[src/rtl/fp_pkg.sv]
// Shared floating-point datapath constants and types.
// Result capture sizing derives from the adder width.
package fp_pkg;

  localparam int FP_W = 32;

  localparam int RC_DATA_W = FP_W;
  localparam int RC_DEPTH  = 4;

  typedef struct packed {
    logic push;
    logic pop;
    logic drop;
  } rc_ctl_t;

endpackage

[src/rtl/result_capture_if.sv]
// Handshake bundle between the adder delay stage,
// the result capture buffer and its consumer.
interface result_capture_if
  import fp_pkg::*;
#(
  parameter int DATA_W = RC_DATA_W,
  parameter int DEPTH  = RC_DEPTH
);

  logic                     done_in;
  logic [DATA_W-1:0]        sum_in;
  logic                     clr_in;
  logic                     res_ready_in;
  logic [DATA_W-1:0]        res_out;
  logic                     res_valid_out;
  logic [$clog2(DEPTH):0]   count_out;
  logic                     full_out;
  logic                     overflow_out;

  modport master (
    output done_in,
    output sum_in,
    output clr_in,
    output res_ready_in,
    input  res_out,
    input  res_valid_out,
    input  count_out,
    input  full_out,
    input  overflow_out
  );

  modport slave (
    input  done_in,
    input  sum_in,
    input  clr_in,
    input  res_ready_in,
    output res_out,
    output res_valid_out,
    output count_out,
    output full_out,
    output overflow_out
  );

endinterface

[src/rtl/result_fifo.sv]
// Circular result store: pointers, occupancy count
// and unreset storage array.
module result_fifo
  import fp_pkg::*;
#(
  parameter int DATA_W = RC_DATA_W,
  parameter int DEPTH  = RC_DEPTH
) (
  input  logic                       clk_in,
  input  logic                       rst_n_in,
  input  logic                       push_in,
  input  logic                       pop_in,
  input  logic [DATA_W-1:0]          wdata_in,
  output logic [DATA_W-1:0]          rdata_out,
  output logic [$clog2(DEPTH):0]     count_out,
  output logic                       empty_out,
  output logic                       full_out
);

  localparam int AW = $clog2(DEPTH);
  localparam int CW = AW + 1;

  logic [DATA_W-1:0] mem_q [DEPTH];
  logic [AW-1:0]     wr_ptr_q, wr_ptr_d;
  logic [AW-1:0]     rd_ptr_q, rd_ptr_d;
  logic [CW-1:0]     count_q, count_d;

  always_comb begin
    wr_ptr_d = wr_ptr_q;
    rd_ptr_d = rd_ptr_q;
    count_d  = count_q;
    if (push_in) wr_ptr_d = wr_ptr_q + AW'(1);
    if (pop_in)  rd_ptr_d = rd_ptr_q + AW'(1);
    unique case ({push_in, pop_in})
      2'b10:   count_d = count_q + CW'(1);
      2'b01:   count_d = count_q - CW'(1);
      default: count_d = count_q;
    endcase
  end

  always_ff @(posedge clk_in or negedge rst_n_in) begin
    if (!rst_n_in) begin
      wr_ptr_q <= '0;
      rd_ptr_q <= '0;
      count_q  <= '0;
    end else begin
      wr_ptr_q <= wr_ptr_d;
      rd_ptr_q <= rd_ptr_d;
      count_q  <= count_d;
    end
  end

  // Data array needs no reset; count gates visibility.
  always_ff @(posedge clk_in) begin
    if (push_in) mem_q[wr_ptr_q] <= wdata_in;
  end

  assign empty_out = (count_q == '0);
  assign full_out  = (count_q == CW'(DEPTH));
  assign count_out = count_q;
  assign rdata_out = empty_out ? '0 : mem_q[rd_ptr_q];

endmodule

[src/rtl/result_capture.sv]
// Captures adder results into a small buffer,
// qualifies push/pop and tracks lost results.
module result_capture
  import fp_pkg::*;
#(
  parameter int DATA_W = RC_DATA_W,
  parameter int DEPTH  = RC_DEPTH
) (
  input  logic             clk_in,
  input  logic             rst_n_in,
  result_capture_if.slave  bus
);

  rc_ctl_t ctl;
  logic    empty;
  logic    full;
  logic    overflow_q, overflow_d;

  always_comb begin
    ctl      = '0;
    ctl.pop  = !empty && bus.res_ready_in;
    ctl.push = bus.done_in && (!full || ctl.pop);
    ctl.drop = bus.done_in && full && !ctl.pop;
  end

  // Set has priority over clear.
  always_comb begin
    overflow_d = overflow_q;
    if (ctl.drop)        overflow_d = 1'b1;
    else if (bus.clr_in) overflow_d = 1'b0;
  end

  always_ff @(posedge clk_in or negedge rst_n_in) begin
    if (!rst_n_in) overflow_q <= 1'b0;
    else           overflow_q <= overflow_d;
  end

  result_fifo #(
    .DATA_W (DATA_W),
    .DEPTH  (DEPTH)
  ) u_fifo (
    .clk_in    (clk_in),
    .rst_n_in  (rst_n_in),
    .push_in   (ctl.push),
    .pop_in    (ctl.pop),
    .wdata_in  (bus.sum_in),
    .rdata_out (bus.res_out),
    .count_out (bus.count_out),
    .empty_out (empty),
    .full_out  (full)
  );

  assign bus.res_valid_out = !empty;
  assign bus.full_out      = full;
  assign bus.overflow_out  = overflow_q;

endmodule

[src/flat_wrapper.sv]
// flat-port wrapper written by rule: the top's interface ports become plain ports
module result_capture_flat import fp_pkg::*;
#(
  parameter int DATA_W = RC_DATA_W,
  parameter int DEPTH  = RC_DEPTH
)
  (clk_in, rst_n_in, bus_done_in, bus_sum_in, bus_clr_in, bus_res_ready_in, bus_res_out, bus_res_valid_out, bus_count_out, bus_full_out, bus_overflow_out);
  result_capture_if #(.DATA_W(DATA_W), .DEPTH(DEPTH)) bus_i ();
  input  logic clk_in;
  input  logic rst_n_in;
  input wire logic [$bits(bus_i.done_in)-1:0] bus_done_in;
  input wire logic [$bits(bus_i.sum_in)-1:0] bus_sum_in;
  input wire logic [$bits(bus_i.clr_in)-1:0] bus_clr_in;
  input wire logic [$bits(bus_i.res_ready_in)-1:0] bus_res_ready_in;
  output wire logic [$bits(bus_i.res_out)-1:0] bus_res_out;
  output wire logic [$bits(bus_i.res_valid_out)-1:0] bus_res_valid_out;
  output wire logic [$bits(bus_i.count_out)-1:0] bus_count_out;
  output wire logic [$bits(bus_i.full_out)-1:0] bus_full_out;
  output wire logic [$bits(bus_i.overflow_out)-1:0] bus_overflow_out;
  assign bus_i.done_in = bus_done_in;
  assign bus_i.sum_in = bus_sum_in;
  assign bus_i.clr_in = bus_clr_in;
  assign bus_i.res_ready_in = bus_res_ready_in;
  assign bus_res_out = bus_i.res_out;
  assign bus_res_valid_out = bus_i.res_valid_out;
  assign bus_count_out = bus_i.count_out;
  assign bus_full_out = bus_i.full_out;
  assign bus_overflow_out = bus_i.overflow_out;
  result_capture #(.DATA_W(DATA_W), .DEPTH(DEPTH)) u_core (.clk_in(clk_in), .rst_n_in(rst_n_in), .bus(bus_i));
endmodule
[config.mk]
export PLATFORM = sky130hd
export DESIGN_NAME = result_capture_flat
export DESIGN_NICKNAME = d
export VERILOG_FILES = /design/src/rtl/fp_pkg.sv /design/src/rtl/result_capture_if.sv /design/src/rtl/result_fifo.sv /design/src/rtl/result_capture.sv /design/src/flat_wrapper.sv
export SDC_FILE = /design/constraint.sdc
export NUM_CORES = 1
export LEC_CHECK = 0
export CAP_MARGIN = 20
export CELL_PAD_IN_SITES_DETAIL_PLACEMENT = 2
export CELL_PAD_IN_SITES_GLOBAL_PLACEMENT = 2
export CORE_MARGIN = 2
export CORE_UTILIZATION = 39
export CTS_BUF_LIST = sky130_fd_sc_hd__clkbuf_2 sky130_fd_sc_hd__clkbuf_4 sky130_fd_sc_hd__clkbuf_8
export DETAILED_ROUTE_END_ITERATION = 10
export PLACE_DENSITY = 0.88
export SYNTH_ARGS = -nofsm -noshare
export SYNTH_HDL_FRONTEND = slang
export SYNTH_HIERARCHICAL = 1
export SYNTH_SLANG_ARGS = --single-unit
[constraint.sdc]
create_clock -name clk_in -period 2.6 [get_ports clk_in]
set_input_delay 0.65 -clock clk_in [delete_from_list [all_inputs] [get_ports clk_in]]
set_output_delay 0.65 -clock clk_in [all_outputs]
set_load 0.01 [all_outputs]
# == After elaboration in Yosys (flattened, before gate mapping) ==
# Memory sizes are Yosys's and may differ from the RTL's.
# Index checks and enable logic that the tools add are counted.
# classes
addsub,4
n_eq_ne,3
mux,6
n_reduce_logical,11
# op_table
op,n
two-way mux 32 bit,1
case mux 3 bit (2 select lines),1
"adder 2 x 1 -> 2 bit, second input constant",2
logical AND 1 bit,4
two-way mux 1 bit,4
nonzero test 2 bit,2
"adder 3 x 1 -> 3 bit, second input constant",1
"equality test 3 bit, second input constant",1
logical NOT 1 bit,3
logical NOT 3 bit,1
"subtractor 3 x 1 -> 3 bit, second input constant",1
"equality test 2 x 1 -> 1 bit, second input constant",1
"equality test 2 bit, second input constant",1
logical OR 1 bit,1
# word_totals
regBits,8
ram_bits,128
out_inout_bits,38
memories,1
# mem_list
memory,words,width,read_ports,rd_ports_with_merged_regs,write_ports,line_no,text
u_core.u_fifo.mem_q,4,32,1,0,1,result_fifo.sv:23,logic [DATA_W-1:0] mem_q [DEPTH];

# == Depth between registers and ports, before layout ==
# Gate-level depths: netlist (run 1).
# logic_depth
word_depth,7
depth_mapped,11

# == Hierarchy ==
# Netlist (run 1), hierarchy kept.
# by_module_without_submodules
module,instances,cells_per_inst,area_each_um2,seq_area_each_um2
result_fifo,1,239,5240.0,4018.9
result_capture,1,8,67.6,25.0

# == Least setup slack after synthesis (run 1) ==
# No wires, ideal clock.
# synth_timing
path_type,reg2reg
start,"register u_core.u_fifo.count_q[0], in the netlist u_core/u_fifo/count_out[0]"
end,"register u_core.u_fifo.count_q[2], in the netlist u_core/u_fifo/count_out[2]"
arrival_time_ps,2463
required_ps,2521
path_slack_ps,58
path_stages_with_launch,12
path_cell_list,dfrtp_1 > nor3_2 > clkbuf_1 > nor2b_4 > o21a_1 > inv_1 > ha_1 > inv_1 > fa_1 > xor2_1 > nor2_1 > xor2_1
# synth_rtl
element,line_no,text
from (decl),result_fifo.sv:26,"logic [CW-1:0] count_q, count_d;"
from (signal assigned),result_fifo.sv:49,count_q <= count_d;

# == Final worst setup path (run 1) ==
# layout_timing
start,register u_core.u_fifo.rd_ptr_q[0]
end,output port bus_res_out[4]
# layout_between
elab_chain_len,2
# layout_rtl
element,line_no,text
from (decl),result_fifo.sv:25,"logic [AW-1:0] rd_ptr_q, rd_ptr_d;"
from (signal assigned),result_fifo.sv:48,rd_ptr_q <= rd_ptr_d;
memory (4 x 32 bit),--,
two-way mux 32 bit,result_fifo.sv:61,assign rdata_out = empty_out ? '0 : mem_q[rd_ptr_q];
to (decl),flat_wrapper.sv:15,output wire logic [$bits(bus_i.res_out)-1:0] bus_res_out;
# No other way between the ends.

==> results by group, run 1 <==
Clocking
  – Max Root-Sink Buffers: 2
  – Clk root buf: clkbuf_8
  – H-tree Lvls: 4
  – Total CTS buffers: 17
  – CTS tree: yes
  – Clock slew at reported path FFs: 80 ps
  – Worst-Skew Late Latency: 450 ps
  – Clock Sink Count: 136

Timing
  – Final Hold Viols: 0
  – Slew @ Worst Pin: 395 ps
  – RSZ-0062 raised after global routing: yes
  – F_max: 0.384 GHz
  – Min cycle time layout: 2600 ps
  – Slew Limit Fails: 0
  – Worst clock skew: 5.70 ps
  – Fin Hold WS: 489 ps
  – Setup violations, final: 3
  – Setup WS post-layout: -4.93 ps
  – Worst rel slew slack: 73.6%
  – Final worst-path cycle share: 100%

Layout
  – Post-Layout Cell Count: 544
  – Area of the multi-input gates: 1290 sq um
  – Ant diodes: 0
  – Storage element area: 4050 sq um
  – Synth-to-Final Area Change: 32.2%
  – NumNets Final: 398
  – Fraction of layout cells with a size suffix above 1: 39.7%
  – Fillers: 1186

Yosys
  – Count leader, synth: edfxtp_1
  – Synth cell count leaders: edfxtp_1 (128), mux4_2 (32), nor2b_1 (32)
  – #FFs+latches synth: 136
  – Yosys warnings: 6
  – Number of synthesized flops with an enable pin: 128
  – Syn_nets: 290
  – Largest area contributor in the netlist: edfxtp_1
  – Post-Synthesis Cell Area: 5310 sq um
  – Ys flop type: edfxtp_1
  – Post-synth ARST share: 5.88%
  – Seq/Total Area, Yosys: 76.2%
  – Avg Inst Size Synth: 21.5 sq um
  – Cells after Synth: 247
  – Top post-synthesis cells by area: edfxtp_1 (72%), mux4_2 (14%), dfrtp_1 (3.8%)
  – Cell variety after synth: 22
  – Synth top area share: 72.4%

Floorplan
  – FP Rows: 42
  – Io pins: 75
  – Die Wd: 121 um
  – Total die area: 14600 sq um
  – Initial core utilization: 40.1%
  – Height of the die: 121 um
  – Area of the core: 13200 sq um

Detailed routing
  – 1st-pass router iterations: 6
  – Wire per inst: 24.0 um
  – Routed WL: 13000 um
  – DR vias/cell: 4.97
  – Final ANT Viol Nets: 0
  – Routed via count: 2704
  – 1st-iter DRT viols: 155
  – DR DRC count: 0

Worst setup path
  – Worst r2r path cells: 11
  – WP depth: 5
  – Worst Path Max Fanout: 5
  – Bufs and invs on worst path: 3
  – Worst EP required: 1950 ps
  – Critical Path Sink: bus_res_out[4]
  – Crit-path slowest cell: mux4_2
  – Critical Path Source: u_core/u_fifo/rd_ptr_q[0]$_DFFE_PN0P_
  – CP cell instances: buf_6 -> buf_16 -> mux4_2 -> nor2b_4 -> buf_6
  – Crit Path Category: reg2out
  – Crit path top cell by count: buf_6
  – Family with the most delay on the worst path: multiplexers
  – Worst r2r src: u_core/u_fifo/count_out[1]$_DFFE_PN0P_
  – Crit path arrival time: 1950 ps
  – R2r endpoint: u_core/u_fifo/count_out[2]$_DFFE_PN0P_
  – CP startpoint kind: flip-flop
  – R2r setup slk: 230 ps
  – Crit. End Element: primary output
  – Max incr delay on CP: 520 ps

Run status
  – Outcome: complete, but fails checks
  – Failing checks: setup timing

Pwr
  – PD cells: 1200 nW/um^2
  – Tot Pwr: 8.42 mW
  – P_leak: 2.50 nW
  – VDD IR max: 0.593 mV

Job
  – Max-cap viol count: 0

GRT
  – Gr usage total: 19.7%
  – Gr busiest metal: met2
  – Initial antenna violation count: 0
  – Largest net degree at the start of global routing: 25
  – Global-route wire length before repair: 19800 um
  – Met1 usage: 23.2%
  – Grt ovf: 0
  – Met3 usage: 5.61%
  – Met2 Use GR: 33.8%
  – Vias in the first global route: 3092

Placement
  – Port bufs: 74
  – DP HPWL: 8190 um
  – Cell Count Post-Placement: 502
  – Gp weighted congestion: 0.728

Min path
  – Hold crit path type: in2async
-- what timing repair did --
item                                    in CTS  in global routing
hold buffers                                 0                  0
buffers inserted                             8                  0
endpoints found under the hold margin        0                  0
endpoints found under the setup margin      33                 32
cloned                                       4                  0
resized for setup                          152                 35
pin swaps                                    1                  0
-- layout make-up --
class	instances	share of cell area, %
repair buffers	100	14.7
flip-flops and latches	136	57.7
well taps	176	3.14
clock buffers	17	3.34
inverters	9	0.482
clock inverters	15	2.28
multi-input cells	91	18.3
-- layer usage --
layer	wire, um	part of all wire (%)
met5	0	0
met4	272	2.1
met3	535	4.1
met2	7090	54
met1	5140	39
-- how the worst min path moves through the flow --
stage	depth (start not counted)	slack, ps	end
CTS	1	450	u_core/bus.overflow_out$_DFFE_PN0P_
detailed placement	1	530	u_core/u_fifo/wr_ptr_q[0]$_DFFE_PN0P_
floorplan	0	350	u_core/bus.overflow_out$_DFFE_PN0P_
finish	1	490	u_core/u_fifo/wr_ptr_q[0]$_DFFE_PN0P_
global route	1	470	u_core/u_fifo/wr_ptr_q[0]$_DFFE_PN0P_
global placement	1	510	u_core/u_fifo/wr_ptr_q[0]$_DFFE_PN0P_
-- per-stage QoR --
step           instance area (sq um)  util [%]  setup WS (ps)  TNS, ps
6_report                        7010      53.0          -4.93    -6.46
5_1_grt                         7010      53.0          -91.1    -1700
4_1_cts                         6880      52.0          -66.2     -323
3_5_place_dp                    6400      48.3          -54.9    -54.9
3_3_place_gp                    6400      48.3            114        0
2_1_floorplan                   5310         -           57.8        0
-- where the power goes --
part	switching (mW)	internal, mW	leakage, nW	total [mW]
clock network	0.820	0.931	0.198	1.75
logic	1.63	1.97	1.04	3.60
registers	0.178	2.90	1.27	3.07
-- sequential cells by signal, indices dropped and copies added, names as in the netlist --
name                     count
u_core/bus.overflow_out      1
u_core/u_fifo/count_out      3
u_core/u_fifo/mem_q        128
u_core/u_fifo/rd_ptr_q       2
u_core/u_fifo/wr_ptr_q       2
-- cell usage in the layout (no fill, tap or decap) --
cell type / count
and2_2: 4
and3_1: 1
buf_12: 6
buf_16: 3
buf_2: 16
buf_4: 12
buf_6: 20
buf_8: 1
bufinv_16: 3
clkbuf_8: 17
clkdlybuf4s50_1: 41
clkinv_1: 1
clkinv_2: 7
clkinv_4: 1
clkinvlp_4: 3
dfrtp_1: 5
dfrtp_2: 3
dlygate4sd2_1: 1
edfxtp_1: 128
fa_1: 1
ha_1: 5
inv_1: 9
mux2i_1: 1
mux4_2: 32
nand2_1: 3
nor2_1: 1
nor2b_1: 16
nor2b_4: 17
nor3_4: 1
o21a_1: 1
o21ai_0: 1
o22ai_1: 1
xnor2_1: 2
xor2_1: 4
-- cells by family (layout without fill, tap and decap cells) --
kind of cell,after synthesis,count (layout),share of synthesized area [%]
AOI/OAI and AO/OA,3,3,0.354
xor gates and xnor gates,6,6,0.990
adders and majority gates,6,6,1.56
buffers and inverters,20,141,2.05
DFF,136,136,76.2
muxes,33,33,13.8
and+or+nand+nor,43,43,5.09
Power figures use the tool's default switching activity.
==> run 2: changes to the inputs <==
CTS_CLUSTER_SIZE = 10   (was unset)
==> results of run 2 <==
Same layout as run 1: the final DEF is identical, and so are final timing and power.
